`config.mk`:
```
export PLATFORM = sky130hd
export DESIGN_NAME = enc_6to3_pending
export DESIGN_NICKNAME = d
export VERILOG_FILES = /design/src/rtl/enc_6to3_pending.sv
export SDC_FILE = /design/constraint.sdc
export NUM_CORES = 1
export LEC_CHECK = 0
export ABC_AREA = 1
export CELL_PAD_IN_SITES_DETAIL_PLACEMENT = 2
export CELL_PAD_IN_SITES_GLOBAL_PLACEMENT = 2
export CORE_MARGIN = 2
export CORE_UTILIZATION = 26
export CTS_CLUSTER_SIZE = 12
export DETAILED_ROUTE_END_ITERATION = 7
export GPL_TIMING_DRIVEN = 0
export HOLD_SLACK_MARGIN = 0.15
export PLACE_DENSITY_LB_ADDON = 0.1
export SYNTH_ARGS = -nofsm -noshare
export SYNTH_HDL_FRONTEND = slang
export SYNTH_SLANG_ARGS = --single-unit
```
`constraint.sdc`:
```
create_clock -name clk -period 3.9 [get_ports clk]
set_input_delay 0.78 -clock clk [delete_from_list [all_inputs] [get_ports clk]]
set_output_delay 0.78 -clock clk [all_outputs]
set_load 0.02 [all_outputs]
```
`src/rtl/enc_6to3_pending.sv`:
```
// Registered 6-to-3 priority encoder with a pending-request register and a
// valid/ready offer; the FSM state is carried by the valid flag itself.
module enc_6to3_pending #(
    parameter int N = 6,
    parameter int W = 3
) (
    input  logic         clk,
    input  logic         rst,
    input  logic         en,
    input  logic [N-1:0] req,
    input  logic         clr,
    input  logic         ready,
    output logic [W-1:0] y,
    output logic         valid,
    output logic [N-1:0] pend,
    output logic         lost
);

    // state | meaning
    // IDLE  | no offer outstanding, valid=0, y keeps its last code
    // OFFER | y holds a pending index, valid=1, waits for ready
    typedef enum logic {IDLE = 1'b0, OFFER = 1'b1} state_t;

    state_t       state;
    state_t       state_next;
    logic [W-1:0] y_next;
    logic [N-1:0] pend_next;
    logic [N-1:0] pend_reg_next;
    logic         lost_next;

    logic         acc;
    logic [N-1:0] served;
    logic [N-1:0] cap;
    logic         any_next;
    logic         dup;

    function automatic logic [W-1:0] prio(input logic [N-1:0] v);
        logic [W-1:0] p;
        p = '0;
        for (int i = 0; i < N; i++) begin
            if (v[i]) p = W'(i);
        end
        return p;
    endfunction

    function automatic logic [N-1:0] onehot(input logic [W-1:0] code);
        logic [N-1:0] v;
        v = '0;
        for (int i = 0; i < N; i++) begin
            if (W'(i) == code) v[i] = 1'b1;
        end
        return v;
    endfunction

    assign acc       = valid & ready;
    assign served    = acc ? onehot(y) : '0;
    assign cap       = req & {N{en}};
    assign pend_next = (pend & ~served) | cap;
    assign any_next  = |pend_next;
    // A served bit re-requested in the same cycle is a fresh request, not a loss.
    assign dup       = |(cap & pend & ~served);

    always_ff @(posedge clk or posedge rst) begin
        if (rst) begin
            state <= IDLE;
            y     <= '0;
            pend  <= '0;
            lost  <= 1'b0;
        end else begin
            state <= state_next;
            y     <= y_next;
            pend  <= pend_reg_next;
            lost  <= lost_next;
        end
    end

    always_comb begin
        state_next = state;
        if (clr) begin
            state_next = IDLE;
        end else begin
            case (state)
                IDLE:    state_next = any_next ? OFFER : IDLE;
                OFFER:   if (ready) state_next = any_next ? OFFER : IDLE;
                default: state_next = IDLE;
            endcase
        end
    end

    // No preemption: y only reloads when idle or when the current code is taken.
    always_comb begin
        y_next        = y;
        pend_reg_next = pend_next;
        lost_next     = dup;
        if (clr) begin
            y_next        = '0;
            pend_reg_next = '0;
            lost_next     = 1'b0;
        end else if (((state == IDLE) || acc) && any_next) begin
            y_next = prio(pend_next);
        end
    end

    assign valid = (state == OFFER);

endmodule

```
==> results of run 1 <==
cell usage after synthesis:
master    count
buf_4         1
nor2_1        9
inv_2         1
o21bai_2      1
dfrtp_1      11
nor2_2        1
inv_4         1
nand3_1       4
a21oi_1       7
o22ai_1       2
nand4_1       2
nand3_4       1
nand2_2       7
inv_1        11
o21ai_2       2
nor2_4        3
nand2_1      25
nand2_4       1
cell families (layout without fill, tap and decap cells):
kind of cell	after synthesis	count (layout)	synth area share, %
AOI/OAI and AO/OA	12	12	11.2
buffers and inverters	14	38	8.61
DFF	11	11	40.3
and+or+nand+nor	53	53	39.9
state kept, by name, indices dropped and copies added, names as in the netlist:
| name | cells |
|---|---|
| pend | 6 |
| valid | 1 |
| lost | 1 |
| y | 3 |
layer usage:
metal / track usage, % / share of wire (%) / wire length [um]
met3: 2.81 / 3.2 / 62
met4: 8.36 / 2.6 / 51
met2: 24.8 / 48 / 942
met5: 0 / 0 / 0
met1: 17.9 / 46 / 906
stage by stage:
| step | hold slack (ps) | total power, uW | area, um2 | cells | worst slack, ps |
|---|---|---|---|---|---|
| after floorplan | 632 | 193 | 683 | 90 | 2190 |
| after global placement | 548 | 233 | 921 | 140 | 1510 |
| after detailed placement | 557 | 236 | 921 | 140 | 1470 |
| after CTS | 577 | 324 | 947 | 144 | 1730 |
| after global routing | 622 | 339 | 947 | 144 | 1650 |
| final | 564 | 316 | 947 | 144 | 1740 |
worst max path at each step:
stage | endpoint | slack, ps | cells past startpoint
2_1_floorplan | y[0] | 2190 | 11
3_3_place_gp | y[0] | 1510 | 12
3_5_place_dp | y[0] | 1470 | 12
4_1_cts | y[0] | 1730 | 1
5_1_grt | y[0] | 1650 | 12
6_report | y[0] | 1740 | 1
layout make-up:
type | count | share of cell area (%)
buffer | 1 | 0.793
tap | 30 | 3.96
inverter | 13 | 5.42
sequential | 11 | 29.1
clock buffer | 4 | 2.77
timing repair buffer | 20 | 21.1
multi-input combinational | 65 | 36.9
report_power, final:
| group | total, uW | switching (uW) | internal (uW) | leakage (uW) |
|---|---|---|---|---|
| clock | 84.7 | 45.0 | 39.7 | 0.0000150 |
| combinational | 98.3 | 56.2 | 42.1 | 0.000296 |
| sequential | 133 | 9.57 | 123 | 0.000143 |
| total | 316 | 111 | 205 | 0.000454 |
==> flow_summary.json, run 1 <==
{
  "status": "finished clean",
  "globalRouteOverflowTotal": 0,
  "regArea_um2": 275,
  "multi_input_area_um2": 349,
  "tritoncts": "done",
  "core_um2": 2480,
  "r2r_end": "y[0]",
  "fmax_mhz": 464,
  "grt_max_degree": 12,
  "die_h_um": 55.3,
  "maxCapViolCount": 0,
  "die_w_um": 55.3,
  "die_area_um2": 3050,
  "cts_resized": 0,
  "utilization_pct": 38.2,
  "routabilityCongestion": 0.748,
  "postCtsSetupBuffers": 0,
  "critPathMaxFanout": 6,
  "portBuffers": 20,
  "seq_area_frac_synth_pct": 40.3,
  "ff2ff_setup_slack_ps": 2380,
  "cp_slowest_cell": "clkdlybuf4s50_1",
  "via_per_inst": 4.72,
  "layout_commonest_cell": "nand2_1",
  "clkLatencyLatePin_ps": 280,
  "ys_top_cells_by_area": "dfrtp_1, nand2_1, nand2_2",
  "whs_endpoint": "y[1]",
  "clk_pin_slew_ps": 70,
  "rsz0062_at_grt": "no",
  "grt_usage_pct": 14.9,
  "worstHoldPathCells": 2,
  "relSlewSlack_pct": 68.5,
  "worstSetupStartpoint": "y[0]",
  "cpPeakStageDelay_ps": 650,
  "path_delay_family": "buffers and inverters",
  "synth.top_cell.area_share_pct": 40.3,
  "drc_errors": 0,
  "synth_cells": 90,
  "finalHoldViolCount": 0,
  "row_count": 18,
  "crit_chain": "clkdlybuf4s50_1",
  "root_buffer": "clkbuf_4",
  "syn_nets": 101,
  "cts_buffers": 3,
  "critPathRequiredTime_ps": 3120,
  "timing.final.crit_period_ps": 2160,
  "synth_cell_types": 18,
  "clock_sinks": 11,
  "synth_warnings": 0,
  "worstPathArrival_ps": 1380,
  "drive_gt1_share_pct": 19.3,
  "ff2ff_path_depth": 12,
  "nFillCells": 297,
  "p_per_area_nw_per_um2": 333,
  "postRouteWirelength_um": 1960,
  "period_share_pct": 55.3,
  "drtAntennaViolNets": 0,
  "end_kind": "output port",
  "critPathLaunchType": "register",
  "grt_pass1_wl_um": 3510,
  "nets": 126,
  "syn_area_per_cell_um2": 7.59,
  "cts_buffer_depth": 2,
  "total_leakage_power_uw": 0.000454,
  "worstHoldStart": "y[1]",
  "setup_viol": 0,
  "grt_pass1_vias": 765,
  "syn_area_um2": 683,
  "dp_hpwl_um": 1610,
  "start_util_pct": 27.6,
  "final_cell_mix": "nand2_1, clkdlybuf4s50_1, inv_1, dfrtp_1, nor2_1",
  "ir_worst_vdd_mv": 0.134,
  "io_pins": 22,
  "antenna_cells": 0,
  "antenna_found_initial": 0,
  "wl_per_cell_um": 13.6,
  "drt_first_pass_iters": 1,
  "ys_ff_latch": 11,
  "syn_to_final_growth_pct": 38.6,
  "num_vias": 679,
  "cp_num_buf_inv": 1,
  "drv_slew": 0,
  "synth_largest_area_cell": "dfrtp_1",
  "finalSetupTns_ps": 0,
  "hold_path.class": "register to register",
  "first_iter_violations": 0,
  "reg2reg_from": "y[1]",
  "worst_pin_slew_ps": 473,
  "worstSetupPathType": "register to output port",
  "cts_hold_buf": 0,
  "htreeDepth": 1,
  "fin_skew_ps": 6.23
}
(Power assumes the default switching activity.)
==> run 2: changes to the inputs <==
--- a/config.mk
+++ b/config.mk
@@ -9,7 +9,7 @@
 export CELL_PAD_IN_SITES_DETAIL_PLACEMENT = 2
 export CELL_PAD_IN_SITES_GLOBAL_PLACEMENT = 2
 export CORE_MARGIN = 2
-export CORE_UTILIZATION = 26
+export CORE_UTILIZATION = 22
 export CTS_CLUSTER_SIZE = 12
 export DETAILED_ROUTE_END_ITERATION = 7
 export GPL_TIMING_DRIVEN = 0
==> constraint.sdc (replaced) <==
create_clock -name clk -period 1.9 [get_ports clk]
set_input_delay 0.38 -clock clk [delete_from_list [all_inputs] [get_ports clk]]
set_output_delay 0.38 -clock clk [all_outputs]
set_load 0.02 [all_outputs]
==> flow_summary.json, run 2 (synthesis results as in run 1) <==
{
  "status": "finished clean",
  "via_per_inst": 4.46,
  "ff2ff_setup_slack_ps": 370,
  "largest_register_ff_count": 6,
  "worstSetupPathType": "register to output port",
  "num_vias": 655,
  "drive_gt1_share_pct": 19.3,
  "cts_buffers": 3,
  "core_um2": 3000,
  "whs_endpoint": "pend[0]",
  "total_leakage_power_uw": 0.000454,
  "path_delay_family": "buffers and inverters",
  "place_ws_ps": -122,
  "start_util_pct": 22.7,
  "die_area_um2": 3570,
  "cts_resized": 0,
  "drt_first_pass_iters": 3,
  "hold_path.class": "primary input to register",
  "routabilityCongestion": 0.692,
  "first_iter_violations": 3,
  "io_pins": 22,
  "nets": 126,
  "cts_buffer_depth": 2,
  "final_cell_mix": "nand2_1, clkdlybuf4s50_1, inv_1, dfrtp_1, nor2_1",
  "root_buffer": "clkbuf_4",
  "portBuffers": 20,
  "worstHoldStart": "clr",
  "setup_viol": 0,
  "end_kind": "output port",
  "tritoncts": "done",
  "clock_sinks": 11,
  "fmax_mhz": 569,
  "grt_usage_pct": 11.6,
  "relSlewSlack_pct": 67.3,
  "drv_slew": 0,
  "timing.final.crit_period_ps": 1760,
  "drtAntennaViolNets": 0,
  "finalSetupTns_ps": 0,
  "grt_max_degree": 12,
  "globalRouteOverflowTotal": 0,
  "worstPathArrival_ps": 1380,
  "postCtsSetupBuffers": 0,
  "critPathLaunchType": "register",
  "syn_to_final_growth_pct": 39.2,
  "cp_slowest_cell": "clkdlybuf4s50_1",
  "worst_slack_ps": 141,
  "drc_errors": 0,
  "utilization_pct": 31.7,
  "nFillCells": 379,
  "die_h_um": 59.7,
  "grt_pass1_vias": 636,
  "postRouteWirelength_um": 1910,
  "finalHoldViolCount": 0,
  "wl_per_cell_um": 13.0,
  "antenna_cells": 0,
  "period_share_pct": 92.6,
  "rsz0062_at_grt": "no",
  "reg2reg_from": "valid",
  "critPathMaxFanout": 6,
  "clk_pin_slew_ps": 70,
  "grt_pass1_wl_um": 2960,
  "regMostFlops": "pend",
  "htreeDepth": 1,
  "cpPeakStageDelay_ps": 650,
  "row_count": 20,
  "worstHoldPathCells": 2,
  "p_per_area_nw_per_um2": 670,
  "fin_skew_ps": 1.57,
  "ff2ff_path_depth": 11,
  "ir_worst_vdd_mv": 0.300,
  "worst_pin_slew_ps": 490,
  "dp_hpwl_um": 1590,
  "crit_chain": "clkdlybuf4s50_1",
  "die_w_um": 59.7,
  "antenna_found_initial": 0,
  "maxCapViolCount": 0,
  "critPathRequiredTime_ps": 1520,
  "r2r_end": "y[0]",
  "reg_top3": "pend (6), y (3)",
  "clkLatencyLatePin_ps": 270,
  "layout_commonest_cell": "nand2_1",
  "cts_hold_buf": 0,
  "finalPower_uw": 637,
  "cp_num_buf_inv": 1
}
-- run 2: cell counts in the layout (fill, tap and decap cells not counted) --
Identical to the previous run, type by type.
-- run 2: routing by layer --
metal	track usage [%]	wire length, um	vias to the layer above	part of all wire [%]
met5	0	0	-	0
met4	2.86	13	0	0.68
met3	4.11	93	2	4.9
met2	17.9	878	14	46
met1	15.5	928	307	49
li1	-	-	332	-
-- run 2: layout make-up --
| class | count | area [um2] | share of cell area, % |
|---|---|---|---|
| multi-input cells | 65 | 349 | 36.7 |
| clock buffers | 4 | 26.3 | 2.76 |
| repair buffers | 20 | 200 | 21.1 |
| flip-flops and latches | 11 | 275 | 28.9 |
| well taps | 33 | 41.3 | 4.34 |
| inverters | 13 | 51.3 | 5.39 |
| plain buffers | 1 | 7.51 | 0.789 |
-- run 2: how the worst max path moves through the flow --
stage	cells after the start	slack, ps	start	to
CTS	1	120	y[0]	y[0]
floorplan	9	430	y[2]	y[0]
global route	12	60	ready	y[0]
global placement	12	-70	ready	y[0]
detailed placement	12	-120	ready	y[0]
finish	1	140	y[0]	y[0]
-- run 2: power by group --
group,switching [uW],internal [uW]
clock,81.7,81.3
sequential,19.9,253
combinational,115,86.4
-- run 2: per-stage QoR --
stage               std cells  cell area [um2]  hold WS (ps)
detailed placement        143              925           574
floorplan                  90              683           232
global route              147              951           358
global placement          143              925           552
finish                    147              951           363
CTS                       147              951           359
==> run 3: changes to the inputs <==
--- a/config.mk
+++ b/config.mk
@@ -14,7 +14,9 @@
 export DETAILED_ROUTE_END_ITERATION = 7
 export GPL_TIMING_DRIVEN = 0
 export HOLD_SLACK_MARGIN = 0.15
+export MAX_ROUTING_LAYER = met4
 export PLACE_DENSITY_LB_ADDON = 0.1
+export SLEW_MARGIN = 20
 export SYNTH_ARGS = -nofsm -noshare
 export SYNTH_HDL_FRONTEND = slang
 export SYNTH_SLANG_ARGS = --single-unit
==> flow_summary.json, run 3 (synthesis results as in run 1) <==
{
  "status": "finished clean",
  "relSlewSlack_pct": 67.3,
  "end_kind": "output port",
  "critPathLaunchType": "register",
  "cts_buffer_depth": 2,
  "cts_resized": 0,
  "setup_viol": 0,
  "worst_pin_slew_ps": 489,
  "finalSetupTns_ps": 0,
  "cts_hold_buf": 0,
  "cp_num_buf_inv": 1,
  "largest_register_ff_count": 6,
  "drv_slew": 0,
  "grt_pass1_vias": 635,
  "place_ws_ps": -122,
  "start_util_pct": 22.7,
  "rsz0062_at_grt": "no",
  "clkLatencyLatePin_ps": 270,
  "utilization_pct": 31.7,
  "antenna_found_initial": 0,
  "regMostFlops": "pend",
  "total_leakage_power_uw": 0.000454,
  "nets": 126,
  "cpPeakStageDelay_ps": 650,
  "die_area_um2": 3570,
  "portBuffers": 20,
  "grt_max_degree": 12,
  "drive_gt1_share_pct": 19.3,
  "row_count": 20,
  "p_per_area_nw_per_um2": 671,
  "tritoncts": "done",
  "grt_usage_pct": 12.0,
  "worstSetupPathType": "register to output port",
  "crit_chain": "clkdlybuf4s50_1",
  "wl_met1_um": 918,
  "first_iter_violations": 2,
  "final_cell_mix": "nand2_1, clkdlybuf4s50_1, inv_1, dfrtp_1, nor2_1",
  "met3WireLength_um": 98,
  "num_vias": 656,
  "htreeDepth": 1,
  "postCtsSetupBuffers": 0,
  "antenna_cells": 0,
  "reg_top3": "pend (6), y (3)",
  "hold_path.class": "primary input to register",
  "cts_buffers": 3,
  "path_delay_family": "buffers and inverters",
  "period_share_pct": 92.6,
  "ir_worst_vdd_mv": 0.300,
  "drt_first_pass_iters": 3,
  "syn_to_final_growth_pct": 39.2,
  "clk_pin_slew_ps": 70,
  "timing.final.crit_period_ps": 1760,
  "finalPower_uw": 638,
  "critPathRequiredTime_ps": 1520,
  "io_pins": 22,
  "drtAntennaViolNets": 0,
  "layout_commonest_cell": "nand2_1",
  "globalRouteOverflowTotal": 0,
  "fmax_mhz": 568,
  "maxCapViolCount": 0,
  "routed.top_layer": "met4",
  "via_per_inst": 4.46,
  "worstPathArrival_ps": 1380,
  "core_um2": 3000,
  "grt_pass1_wl_um": 2960,
  "multi_input_area_um2": 349,
  "fin_skew_ps": 1.53,
  "finalHoldViolCount": 0,
  "dp_hpwl_um": 1590,
  "cp_slowest_cell": "clkdlybuf4s50_1",
  "drc_errors": 0,
  "clock_sinks": 11,
  "die_h_um": 59.7,
  "postRouteWirelength_um": 1910,
  "routabilityCongestion": 0.699,
  "dr_wl_met2_um": 880,
  "critPathMaxFanout": 6,
  "nFillCells": 379,
  "worst_slack_ps": 140,
  "wl_per_cell_um": 13.0,
  "regArea_um2": 275,
  "die_w_um": 59.7,
  "root_buffer": "clkbuf_4",
  "hold_slack_ps": 361
}
==> run 3: layout make-up <==
class / instances / area share [%]
Tap cell: 33 / 4.34
Multi-Input combinational cell: 65 / 36.7
Inverter: 13 / 5.39
Timing Repair Buffer: 20 / 21.1
Clock buffer: 4 / 2.76
Sequential cell: 11 / 28.9
Buffer: 1 / 0.789
==> run 3: final timing paths <==
kind	start	depth (start not counted)	slack, ps	endpoint
hold / removal	clr	2	360	pend[4]
min in group asynchronous	rst	2	430	y[0]
setup reg to reg	valid	11	370	y[0]
hold reg to reg	pend[2]	2	580	pend[2]
max in group asynchronous	rst	2	1140	pend[1]
setup / recovery	y[0]	1	140	y[0]
==> run 3: worst reg2reg max path, delay by kind of cell (launching register included) <==
kind             cells  cell delay, ps
DFF                  1             410
and+or+nand+nor     11            1000
==> run 3: layer usage <==
| metal | up-vias | global-route usage (%) |
|---|---|---|
| li1 | 332 | - |
| met2 | 15 | 17.9 |
| met1 | 307 | 15.4 |
| met5 | - | - |
| met4 | 0 | 2.86 |
| met3 | 2 | 4.33 |
==> run 3: metrics by stage <==
step	instances	area, um2
finish	147	951
global route	147	951
CTS	147	951
detailed placement	143	925
global placement	143	925
floorplan	90	683
==> run 3: power breakdown <==
part           internal (uW)  switching [uW]
logic                   86.4             115
registers                253            19.9
clock network           81.3            82.1
